### src/rtl/mips_control_unit_if.sv
// Control bus between the multicycle MIPS controller and its datapath.
// Carries the decoded instruction fields and ALU flags into the controller, and
// every register load, reset, write strobe and mux select back out to the datapath.
//   master : controller side (drives strobes/selects, reads Opcode/Funct/Zero/Overflow)
//   slave  : datapath side (the mirror image)
interface mips_control_unit_if;
  logic [5:0] Opcode;
  logic [5:0] Funct;
  logic       Zero;
  logic       Overflow;

  logic       PC_reset;
  logic       MDR_reset;
  logic       Instr_Reg_reset;
  logic       PC_load;
  logic       MDR_load;
  logic       IRWrite;
  logic       A_load;
  logic       B_load;
  logic       AluOut_load;
  logic       EPC_load;
  logic       wr;
  logic       RegWrite;
  logic       IorD;
  logic       RegDst;
  logic       MemtoReg;
  logic       ALUSrcA;
  logic [1:0] ALUSrcB;
  logic [2:0] ALU_sel;
  logic [1:0] PCSource;
  logic [7:0] Estado;

  modport master (
    input  Opcode, Funct, Zero, Overflow,
    output PC_reset, MDR_reset, Instr_Reg_reset, PC_load, MDR_load, IRWrite, A_load,
           B_load, AluOut_load, EPC_load, wr, RegWrite, IorD, RegDst, MemtoReg, ALUSrcA,
           ALUSrcB, ALU_sel, PCSource, Estado
  );

  modport slave (
    output Opcode, Funct, Zero, Overflow,
    input  PC_reset, MDR_reset, Instr_Reg_reset, PC_load, MDR_load, IRWrite, A_load,
           B_load, AluOut_load, EPC_load, wr, RegWrite, IorD, RegDst, MemtoReg, ALUSrcA,
           ALUSrcB, ALU_sel, PCSource, Estado
  );
endinterface

### src/rtl/mips_control_unit.sv
// Multicycle MIPS controller: fetch, decode, R-type, addi, lw, sw, beq, bne, j.
// Ports:
//   Clk      - rising-edge clock
//   Reset_n  - asynchronous active-low reset (forces RESET state and datapath clears)
//   bus_io   - mips_control_unit_if.master: instruction fields/flags in, strobes/selects out
// Configuration macro: MIPS_EXCEPTION_EN enables overflow and invalid-opcode exceptions
// (EXC_OVF/EXC_OPC, EPC <- PC - 4, PC <- 32'h0000_00FC). Without it overflow is ignored
// and unknown instructions retire as NOPs.
// Outputs are registered from the next state; the only combinational output path is
// the branch PC_load, which follows Zero during BRANCH.
module mips_control_unit (
  input logic                 Clk,
  input logic                 Reset_n,
  mips_control_unit_if.master bus_io
);

  typedef enum logic [4:0] {
    StReset = 5'd0, StFetch = 5'd1, StFetchWait = 5'd2, StDecode = 5'd3, StMemAddr = 5'd4,
    StLwRead = 5'd5, StLwWait = 5'd6, StLwWb = 5'd7, StSwWrite = 5'd8, StRExec = 5'd9,
    StRWb = 5'd10, StBranch = 5'd11, StJump = 5'd12, StAddiExec = 5'd13, StAddiWb = 5'd14,
    StExcOvf = 5'd15, StExcOpc = 5'd16
  } state_e;

  typedef struct packed {
    logic       pc_reset, mdr_reset, ir_reset;
    logic       pc_load, mdr_load, ir_write, a_load, b_load, aluout_load, epc_load;
    logic       wr, reg_write, iord, reg_dst, mem_to_reg, alu_src_a;
    logic [1:0] alu_src_b;
    logic [2:0] alu_sel;
    logic [1:0] pc_source;
  } ctrl_t;

  localparam logic [5:0] OpRType = 6'h00;
  localparam logic [5:0] OpJ     = 6'h02;
  localparam logic [5:0] OpBeq   = 6'h04;
  localparam logic [5:0] OpBne   = 6'h05;
  localparam logic [5:0] OpAddi  = 6'h08;
  localparam logic [5:0] OpLw    = 6'h23;
  localparam logic [5:0] OpSw    = 6'h2B;

  localparam logic [2:0] AluAdd = 3'b001;
  localparam logic [2:0] AluSub = 3'b010;

  state_e state_q, state_d;
  ctrl_t  ctrl_q, ctrl_d;

  function automatic logic r_funct_ok(logic [5:0] f);
    return (f == 6'h20) || (f == 6'h22) || (f == 6'h24) || (f == 6'h26) || (f == 6'h2A);
  endfunction

  function automatic logic [2:0] r_alu_sel(logic [5:0] f);
    logic [2:0] sel;
    case (f)
      6'h22:   sel = AluSub;
      6'h24:   sel = 3'b011;
      6'h26:   sel = 3'b110;
      6'h2A:   sel = 3'b111;
      default: sel = AluAdd;
    endcase
    return sel;
  endfunction

  // Control word for the cycle spent in state st.
  function automatic ctrl_t decode_ctrl(state_e st, logic [5:0] f);
    ctrl_t c;
    c = '0;
    case (st)
      StReset: begin
        c.pc_reset = 1'b1;
        c.mdr_reset = 1'b1;
        c.ir_reset = 1'b1;
      end
      StFetchWait: begin
        c.ir_write = 1'b1;
        c.alu_src_b = 2'b01;
        c.alu_sel = AluAdd;
        c.pc_load = 1'b1;
      end
      StDecode: begin
        c.a_load = 1'b1;
        c.b_load = 1'b1;
        c.alu_src_b = 2'b11;
        c.alu_sel = AluAdd;
        c.aluout_load = 1'b1;
      end
      StRExec: begin
        c.alu_src_a = 1'b1;
        c.alu_sel = r_alu_sel(f);
        c.aluout_load = 1'b1;
      end
      StRWb: begin
        c.reg_dst = 1'b1;
        c.reg_write = 1'b1;
      end
      StAddiExec, StMemAddr: begin
        c.alu_src_a = 1'b1;
        c.alu_src_b = 2'b10;
        c.alu_sel = AluAdd;
        c.aluout_load = 1'b1;
      end
      StAddiWb:  c.reg_write = 1'b1;
      StLwRead:  c.iord = 1'b1;
      StLwWait:  c.mdr_load = 1'b1;
      StLwWb: begin
        c.mem_to_reg = 1'b1;
        c.reg_write = 1'b1;
      end
      StSwWrite: begin
        c.iord = 1'b1;
        c.wr = 1'b1;
      end
      // PC_load here is added combinationally from Zero.
      StBranch: begin
        c.alu_src_a = 1'b1;
        c.alu_sel = AluSub;
        c.pc_source = 2'b01;
      end
      StJump: begin
        c.pc_source = 2'b10;
        c.pc_load = 1'b1;
      end
`ifdef MIPS_EXCEPTION_EN
      StExcOvf, StExcOpc: begin
        c.alu_src_b = 2'b01;
        c.alu_sel = AluSub;
        c.epc_load = 1'b1;
        c.pc_source = 2'b11;
        c.pc_load = 1'b1;
      end
`endif
      default: c = '0;
    endcase
    return c;
  endfunction

  always_comb begin
    state_d = state_q;
    case (state_q)
      StReset:     state_d = StFetch;
      StFetch:     state_d = StFetchWait;
      StFetchWait: state_d = StDecode;
      StDecode: begin
        if (bus_io.Opcode == OpRType && r_funct_ok(bus_io.Funct)) state_d = StRExec;
        else if (bus_io.Opcode == OpLw || bus_io.Opcode == OpSw) state_d = StMemAddr;
        else if (bus_io.Opcode == OpBeq || bus_io.Opcode == OpBne) state_d = StBranch;
        else if (bus_io.Opcode == OpJ) state_d = StJump;
        else if (bus_io.Opcode == OpAddi) state_d = StAddiExec;
`ifdef MIPS_EXCEPTION_EN
        else state_d = StExcOpc;
`else
        else state_d = StFetch;
`endif
      end
      StMemAddr:   state_d = (bus_io.Opcode == OpLw) ? StLwRead : StSwWrite;
      StLwRead:    state_d = StLwWait;
      StLwWait:    state_d = StLwWb;
`ifdef MIPS_EXCEPTION_EN
      // Only add/sub trap; and/xor/slt never overflow architecturally.
      StRExec:     state_d = (bus_io.Overflow && (bus_io.Funct == 6'h20 || bus_io.Funct == 6'h22))
                             ? StExcOvf : StRWb;
      StAddiExec:  state_d = bus_io.Overflow ? StExcOvf : StAddiWb;
`else
      StRExec:     state_d = StRWb;
      StAddiExec:  state_d = StAddiWb;
`endif
      default:     state_d = StFetch;
    endcase
  end

  always_comb ctrl_d = decode_ctrl(state_d, bus_io.Funct);

  always_ff @(posedge Clk or negedge Reset_n) begin
    if (!Reset_n) begin
      state_q <= StReset;
      ctrl_q  <= decode_ctrl(StReset, 6'h00);
    end else begin
      state_q <= state_d;
      ctrl_q  <= ctrl_d;
    end
  end

`ifndef MIPS_EXCEPTION_EN
  logic unused_overflow;
  assign unused_overflow = bus_io.Overflow;
`endif

  // Opcode[0] distinguishes bne (0x05) from beq (0x04).
  logic branch_taken;
  assign branch_taken = (state_q == StBranch) && (bus_io.Opcode[0] ? !bus_io.Zero : bus_io.Zero);

  assign bus_io.PC_reset        = ctrl_q.pc_reset;
  assign bus_io.MDR_reset       = ctrl_q.mdr_reset;
  assign bus_io.Instr_Reg_reset = ctrl_q.ir_reset;
  assign bus_io.PC_load         = ctrl_q.pc_load | branch_taken;
  assign bus_io.MDR_load        = ctrl_q.mdr_load;
  assign bus_io.IRWrite         = ctrl_q.ir_write;
  assign bus_io.A_load          = ctrl_q.a_load;
  assign bus_io.B_load          = ctrl_q.b_load;
  assign bus_io.AluOut_load     = ctrl_q.aluout_load;
  assign bus_io.EPC_load        = ctrl_q.epc_load;
  assign bus_io.wr              = ctrl_q.wr;
  assign bus_io.RegWrite        = ctrl_q.reg_write;
  assign bus_io.IorD            = ctrl_q.iord;
  assign bus_io.RegDst          = ctrl_q.reg_dst;
  assign bus_io.MemtoReg        = ctrl_q.mem_to_reg;
  assign bus_io.ALUSrcA         = ctrl_q.alu_src_a;
  assign bus_io.ALUSrcB         = ctrl_q.alu_src_b;
  assign bus_io.ALU_sel         = ctrl_q.alu_sel;
  assign bus_io.PCSource        = ctrl_q.pc_source;
  assign bus_io.Estado          = {3'b000, state_q};

endmodule

### src/flat_wrapper.sv
// flat-port wrapper written by rule: the top's interface ports become plain ports
module mips_control_unit_flat 
  (Clk, Reset_n, bus_io_Opcode, bus_io_Funct, bus_io_Zero, bus_io_Overflow, bus_io_PC_reset, bus_io_MDR_reset, bus_io_Instr_Reg_reset, bus_io_PC_load, bus_io_MDR_load, bus_io_IRWrite, bus_io_A_load, bus_io_B_load, bus_io_AluOut_load, bus_io_EPC_load, bus_io_wr, bus_io_RegWrite, bus_io_IorD, bus_io_RegDst, bus_io_MemtoReg, bus_io_ALUSrcA, bus_io_ALUSrcB, bus_io_ALU_sel, bus_io_PCSource, bus_io_Estado);
  mips_control_unit_if bus_io_i ();
  input logic Clk;
  input logic Reset_n;
  input wire logic [$bits(bus_io_i.Opcode)-1:0] bus_io_Opcode;
  input wire logic [$bits(bus_io_i.Funct)-1:0] bus_io_Funct;
  input wire logic [$bits(bus_io_i.Zero)-1:0] bus_io_Zero;
  input wire logic [$bits(bus_io_i.Overflow)-1:0] bus_io_Overflow;
  output wire logic [$bits(bus_io_i.PC_reset)-1:0] bus_io_PC_reset;
  output wire logic [$bits(bus_io_i.MDR_reset)-1:0] bus_io_MDR_reset;
  output wire logic [$bits(bus_io_i.Instr_Reg_reset)-1:0] bus_io_Instr_Reg_reset;
  output wire logic [$bits(bus_io_i.PC_load)-1:0] bus_io_PC_load;
  output wire logic [$bits(bus_io_i.MDR_load)-1:0] bus_io_MDR_load;
  output wire logic [$bits(bus_io_i.IRWrite)-1:0] bus_io_IRWrite;
  output wire logic [$bits(bus_io_i.A_load)-1:0] bus_io_A_load;
  output wire logic [$bits(bus_io_i.B_load)-1:0] bus_io_B_load;
  output wire logic [$bits(bus_io_i.AluOut_load)-1:0] bus_io_AluOut_load;
  output wire logic [$bits(bus_io_i.EPC_load)-1:0] bus_io_EPC_load;
  output wire logic [$bits(bus_io_i.wr)-1:0] bus_io_wr;
  output wire logic [$bits(bus_io_i.RegWrite)-1:0] bus_io_RegWrite;
  output wire logic [$bits(bus_io_i.IorD)-1:0] bus_io_IorD;
  output wire logic [$bits(bus_io_i.RegDst)-1:0] bus_io_RegDst;
  output wire logic [$bits(bus_io_i.MemtoReg)-1:0] bus_io_MemtoReg;
  output wire logic [$bits(bus_io_i.ALUSrcA)-1:0] bus_io_ALUSrcA;
  output wire logic [$bits(bus_io_i.ALUSrcB)-1:0] bus_io_ALUSrcB;
  output wire logic [$bits(bus_io_i.ALU_sel)-1:0] bus_io_ALU_sel;
  output wire logic [$bits(bus_io_i.PCSource)-1:0] bus_io_PCSource;
  output wire logic [$bits(bus_io_i.Estado)-1:0] bus_io_Estado;
  assign bus_io_i.Opcode = bus_io_Opcode;
  assign bus_io_i.Funct = bus_io_Funct;
  assign bus_io_i.Zero = bus_io_Zero;
  assign bus_io_i.Overflow = bus_io_Overflow;
  assign bus_io_PC_reset = bus_io_i.PC_reset;
  assign bus_io_MDR_reset = bus_io_i.MDR_reset;
  assign bus_io_Instr_Reg_reset = bus_io_i.Instr_Reg_reset;
  assign bus_io_PC_load = bus_io_i.PC_load;
  assign bus_io_MDR_load = bus_io_i.MDR_load;
  assign bus_io_IRWrite = bus_io_i.IRWrite;
  assign bus_io_A_load = bus_io_i.A_load;
  assign bus_io_B_load = bus_io_i.B_load;
  assign bus_io_AluOut_load = bus_io_i.AluOut_load;
  assign bus_io_EPC_load = bus_io_i.EPC_load;
  assign bus_io_wr = bus_io_i.wr;
  assign bus_io_RegWrite = bus_io_i.RegWrite;
  assign bus_io_IorD = bus_io_i.IorD;
  assign bus_io_RegDst = bus_io_i.RegDst;
  assign bus_io_MemtoReg = bus_io_i.MemtoReg;
  assign bus_io_ALUSrcA = bus_io_i.ALUSrcA;
  assign bus_io_ALUSrcB = bus_io_i.ALUSrcB;
  assign bus_io_ALU_sel = bus_io_i.ALU_sel;
  assign bus_io_PCSource = bus_io_i.PCSource;
  assign bus_io_Estado = bus_io_i.Estado;
  mips_control_unit u_core (.Clk(Clk), .Reset_n(Reset_n), .bus_io(bus_io_i));
endmodule
### config.mk
export PLATFORM = sky130hd
export DESIGN_NAME = mips_control_unit_flat
export DESIGN_NICKNAME = d
export VERILOG_FILES = /design/src/rtl/mips_control_unit_if.sv /design/src/rtl/mips_control_unit.sv /design/src/flat_wrapper.sv
export SDC_FILE = /design/constraint.sdc
export NUM_CORES = 1
export LEC_CHECK = 0
export CAP_MARGIN = 20
export CORE_MARGIN = 5
export CORE_UTILIZATION = 46
export CTS_CLUSTER_DIAMETER = 150
export CTS_CLUSTER_SIZE = 14
export DETAILED_ROUTE_END_ITERATION = 8
export HOLD_SLACK_MARGIN = 0.12
export PLACE_DENSITY_LB_ADDON = 0.12
export SYNTH_ARGS = -nofsm -noshare
export SYNTH_HDL_FRONTEND = slang
export SYNTH_SLANG_ARGS = --single-unit
### constraint.sdc
create_clock -name Clk -period 3.3 [get_ports Clk]
set_input_delay 0.33 -clock Clk [delete_from_list [all_inputs] [get_ports Clk]]
set_output_delay 0.33 -clock Clk [all_outputs]
set_load 0.02 [all_outputs]
==> Word level (Yosys, flattened, before mapping) <==
Index checks and enable logic that the tools add are counted.
{ "word_totals": {"reg_bits": 27, "in_bits": 16, "output_inout_bits": 31, "elab_cells": 95} }
{ "classes": {"eq_ne": 33, "mux": 24, "n_bitwise": 1, "reduce_logical": 18} }
{ "op_table": {"columns": ["operator", "count"], "rows": [
  ["$eq 5x4->1 const B", 10],
  ["$eq 6x6->1 const B", 7],
  ["$pmux 5 s8", 1],
  ["$eq 5x3->1 const B", 7],
  ["$eq 5x2->1 const B", 4],
  ["$mux 5", 4],
  ["$eq 6x3->1 const B", 2],
  ["$pmux 3 s4", 1],
  ["$reduce_or 4->1", 3],
  ["$mux 1", 11],
  ["$pmux 3 s3", 1],
  ["$mux 4", 2],
  ["$eq 6x2->1 const B", 1],
  ["$eq 6x4->1 const B", 1],
  ["$logic_not 6->1", 1],
  ["$logic_or 1x1->1", 6],
  ["$pmux 2 s3", 1],
  ["$reduce_or 2->1", 3],
  ["$eq 5x1->1 const B", 1],
  ["$logic_not 5->1", 1],
  ["$pmux 2 s2", 1],
  ["$mux 3", 1],
  ["$reduce_or 3->1", 1],
  ["$logic_and 1x1->1", 2],
  ["other kinds (3)", 3]
]} }

==> Logic depth before layout (Yosys ltp) <==
{ "logic_depth": {"word_depth": 11, "ltp_mapped": 8, "mapped_depth_nobuf": 7} }

==> Worst setup path after synthesis <==
Ideal clock, no wire load.
{ "synth_timing": {"path_kind": "reg2reg", "start": "register u_core.state_q[2]", "end": "register u_core.ctrl_q (netlist bit u_core.bus_io.ALU_sel[0])", "setup_ps": 126, "t_arrival_ps": 2026, "t_required_ps": 3174, "slack_ps": 1147, "stages_incl_launch_ff": 7, "path_buffers": 0, "period_less_slack_ps": 2153, "cell_sequence": "dfrtp_1 > or3_4 > or3_4 > o311a_4 > clkinv_4 > nor4_4 > a311o_1"} }
{ "synth_lines": {"columns": ["element", "line", "text"], "rows": [
  ["start: declaration", "mips_control_unit.sv:44", "state_e state_q, state_d;"],
  ["start signal: assignment", "mips_control_unit.sv:174", "state_q <= StReset;"],
  ["start signal: assignment", "mips_control_unit.sv:177", "state_q <= state_d;"],
  ["end signal: assignment", "mips_control_unit.sv:175", "ctrl_q <= decode_ctrl(StReset, 6'h00);"],
  ["end signal: assignment", "mips_control_unit.sv:178", "ctrl_q <= ctrl_d;"],
  ["end: declaration", "mips_control_unit.sv:45", "ctrl_t ctrl_q, ctrl_d;"]
]} }

==> Worst setup path in the final report <==
{ "layout_timing": {"start": "input bus_io_Opcode[0]", "end": "output bus_io_PC_load"} }
{ "layout_between": {"elab_chain_len": 3} }
{ "layout_rtl": {"columns": ["element", "line", "text"], "rows": [
  ["start: declaration", "flat_wrapper.sv:7", "input wire logic [$bits(bus_io_i.Opcode)-1:0] bus_io_Opcode;"],
  ["$mux 1", "mips_control_unit.sv:189", "assign branch_taken = (state_q == StBranch) && (bus_io.Opcode[0] ? !bus_io.Zero : bus_io.Zero);"],
  ["$logic_and 1x1->1", "mips_control_unit.sv:189", null],
  ["$or 1x1->1", "mips_control_unit.sv:194", "assign bus_io.PC_load = ctrl_q.pc_load | branch_taken;"],
  ["end: declaration", "flat_wrapper.sv:14", "output wire logic [$bits(bus_io_i.PC_load)-1:0] bus_io_PC_load;"]
]} }
Every way passes these cells.

==> flow_metrics.py <==
metrics = {
    "floorplan": {
        "die_area_um2": 3700,
        "die_w_um": 60.9,
        "ioPinCount": 47,
        "rows": 18,
        "core_area_um2": 2480,
        "start_util": 0.480,
        "die_height_um": 60.9,
    },
    "setup_path": {
        "r2r-end": "u_core.bus_io.ALU_sel[0]$_DFF_PN0_",
        "regToRegStartpoint": "u_core.state_q[1]$_DFF_PN0_",
        "crit_fanout": 7,
        "arrival_ns": 1.93,
        "start_kind": "input pin",
        "endpoint_kind": "output port",
        "worst_r2r_path_depth": 6,
        "cp.required_ns": 2.97,
        "crit_type": "input pin to output port",
        "r2r_slack_ns": 1.09,
    },
    "synthesis": {
        "ys_seq_area_frac": 0.485,
        "ys_types": 44,
        "syn_inst": 111,
        "synth_warnings": 0,
        "syn_avg_cell_area_um2": 10.7,
        "syn_area_um2": 1190,
        "synth_seq_cells": 23,
    },
    "pwr": {
        "power_frac_comb": 0.481,
        "power_density_nw_per_um2": 635,
        "ir_drop_v": 0.000395,
        "seqPwrFrac": 0.389,
        "sw_frac_of_total": 0.388,
        "p_clk_frac": 0.130,
        "p_leak_nw": 0.686,
        "switchingPower_uw": 389,
        "internal_power_uw": 613,
    },
    "clock_tree": {
        "htree_levels": 1,
        "clock_path_buffers": 2,
        "clkTransAtPathRegs_ns": 0.13,
        "clockRootBuffer": "clkbuf_4",
        "cts.sinks": 23,
        "cts_tree": "built",
        "numCtsBuffers": 3,
        "cts_resized": 0,
        "holdBufCountCts": 0,
        "cts_setup_buffers": 0,
        "clk-insertion-delay-late_ns": 0.32,
    },
    "sta": {
        "slew_viol_final": 0,
        "finClkSkew_ns": 0.00950,
        "hold_violations": 0,
        "min_period_ns": 2.26,
        "fmax_mhz": 443,
        "slew_headroom": 0.623,
        "finalSetupTns_ns": 0,
        "hold_slack_ns": 0.359,
        "worstMarginPinSlew_ns": 0.552,
        "finalSetupViolCount": 0,
        "fin_crit_sh": 0.685,
        "rsz0062_at_grt": "no",
    },
    "grt": {
        "grt_start_max_net_pins": 24,
        "antenna_found_initial": 0,
        "grt_pass1_vias": 894,
        "grt_first_pass_wirelength_um": 3930,
        "grt-ovfl-total": 0,
        "grt_usage": 0.145,
    },
    "cells_and_area": {
        "final_cell_mix": "clkdlybuf4s50_1, dfrtp_1",
        "syn_to_final_growth_pct": 32.6,
        "drive_gt1_frac": 0.167,
        "antennaDiodeCount": 0,
        "final_common_cell": "clkdlybuf4s50_1",
        "fin_nets": 161,
        "postLayoutCoreUtil": 0.637,
    },
    "outcome": {
        "run_status": "finished, final reports clean",
    },
    "placed_design": {
        "routabilityCongestion": 0.871,
        "hpwlAfterDp_um": 1900,
        "io_buffers": 40,
    },
    "drt": {
        "drtAntennaViolNets": 0,
        "wl_per_cell_um": 13.8,
        "dr_total_vias": 891,
        "detail_route.first_pass.iterations": 4,
        "via_per_inst": 5.12,
        "drc": 0,
        "drt_iter0_drc": 9,
        "drt-total-wl_um": 2410,
    },
    "min_path": {
        "hold_path_class": "input pin to asynchronous set/reset pin",
    },
    "job": {
        "max-cap-violations": 0,
    },
}
==> cells by family (layout without fill, tap and decap cells) <==
group	after synthesis	after routing	share of synthesized area
AO/OA/AOI/OAI	18	18	0.123
XOR/XNOR	4	4	0.0294
buffers and inverters	23	51	0.125
flip-flops	23	23	0.485
other	1	6	0.00315
AND/OR/NAND/NOR	42	42	0.235
==> worst max-delay path, cell delays in order <==
cell and delay, ns:
clkdlybuf4s50_1 0.61, xor2_1 0.20, a41o_1 0.20, clkdlybuf4s50_1 0.60
==> cell type report <==
cell class              count  area [um2]
flip-flops and latches     23         577
clock inverters             1        5.00
repair buffers             41         425
well taps                  30        37.5
clock buffers               3        22.5
multi-input cells          70         483
inverters                   6        27.5
fillers                   226         900
==> per-layer routing <==
layer / vias up / share of wire / GRT usage
met4: 0 / 0.019 / 0.0743
met1: 428 / 0.41 / 0.173
met2: 26 / 0.50 / 0.250
met3: 4 / 0.064 / 0.0255
li1: 433 / - / -
met5: - / 0 / 0
==> registers in the layout, summed over array words and instances, names as in the netlist <==
| signal | cells |
|---|---|
| u_core.bus_io.PCSource | 2 |
| u_core.state_q | 4 |
| u_core.bus_io.RegDst | 1 |
| u_core.bus_io.ALUSrcB | 2 |
| u_core.bus_io.MemtoReg | 1 |
| u_core.bus_io.wr | 1 |
| u_core.bus_io.ALU_sel | 3 |
| u_core.ctrl_q | 1 |
| u_core.bus_io.ALUSrcA | 1 |
| u_core.bus_io.Instr_Reg_reset | 1 |
| u_core.bus_io.IRWrite | 1 |
| u_core.bus_io.RegWrite | 1 |
| u_core.bus_io.MDR_load | 1 |
| u_core.bus_io.A_load | 1 |
| u_core.bus_io.AluOut_load | 1 |
| u_core.bus_io.IorD | 1 |
==> Yosys cell counts, drive strengths merged <==
master | number | share of area
clkinv | 1 | 0.0074
nor2 | 6 | 0.019
xor2 | 1 | 0.0074
nand4b | 1 | 0.0074
o21bai | 1 | 0.0063
or2 | 2 | 0.011
nor4 | 3 | 0.034
xnor2 | 3 | 0.022
inv | 5 | 0.016
nand3 | 3 | 0.017
or4b | 1 | 0.0084
nor3 | 6 | 0.025
nand2 | 6 | 0.019
and2b | 2 | 0.015
a41o | 1 | 0.0084
dfstp | 1 | 0.022
conb | 1 | 0.0032
clkbuf | 2 | 0.0074
dfrtp | 22 | 0.46
nor3b | 1 | 0.0063
nand2b | 2 | 0.011
a211o | 2 | 0.017
and2 | 3 | 0.018
a2111oi | 1 | 0.0074
a311o | 1 | 0.0084
o211ai | 1 | 0.0063
or3 | 3 | 0.024
or2b | 2 | 0.015
a21oi | 4 | 0.017
o311a | 2 | 0.027
o21ai | 3 | 0.013
nand3b | 1 | 0.0063
a211oi | 1 | 0.0063
buf | 15 | 0.095
o31ai | 1 | 0.0063
==> through the flow <==
step,instances,setup WS (ns),cell area (um2),power [mW]
after floorplan,116,1.15,1210,0.707
after global placement,169,0.757,1530,0.865
after detailed placement,169,0.747,1530,0.879
after CTS,173,1.02,1550,1.01
after global routing,174,0.894,1580,1.06
final,174,1.04,1580,1.00
==> power groups by stage <==
stage / registers, mW / logic [mW] / clock network, mW
6_report: 0.390 / 0.482 / 0.130
5_1_grt: 0.401 / 0.519 / 0.140
4_1_cts: 0.390 / 0.485 / 0.133
3_5_place_dp: 0.396 / 0.483 / 0
3_3_place_gp: 0.393 / 0.473 / 0
2_1_floorplan: 0.430 / 0.277 / 0
==> how the worst max path moves through the flow <==
stage | startpoint | end | slack, ns | cells past startpoint
final | bus_io_Opcode[0] | bus_io_PC_load | 1.04 | 4
after detailed placement | bus_io_Opcode[4] | u_core.bus_io.ALU_sel[0]$_DFF_PN0_ | 0.75 | 8
after floorplan | u_core.state_q[2]$_DFF_PN0_ | u_core.bus_io.ALU_sel[0]$_DFF_PN0_ | 1.15 | 6
after CTS | bus_io_Opcode[0] | bus_io_PC_load | 1.02 | 4
after global placement | bus_io_Funct[3] | u_core.bus_io.ALUSrcA$_DFF_PN0_ | 0.76 | 7
after global routing | bus_io_Funct[3] | u_core.bus_io.ALUSrcA$_DFF_PN0_ | 0.89 | 7
Power figures use the tool's default switching activity.
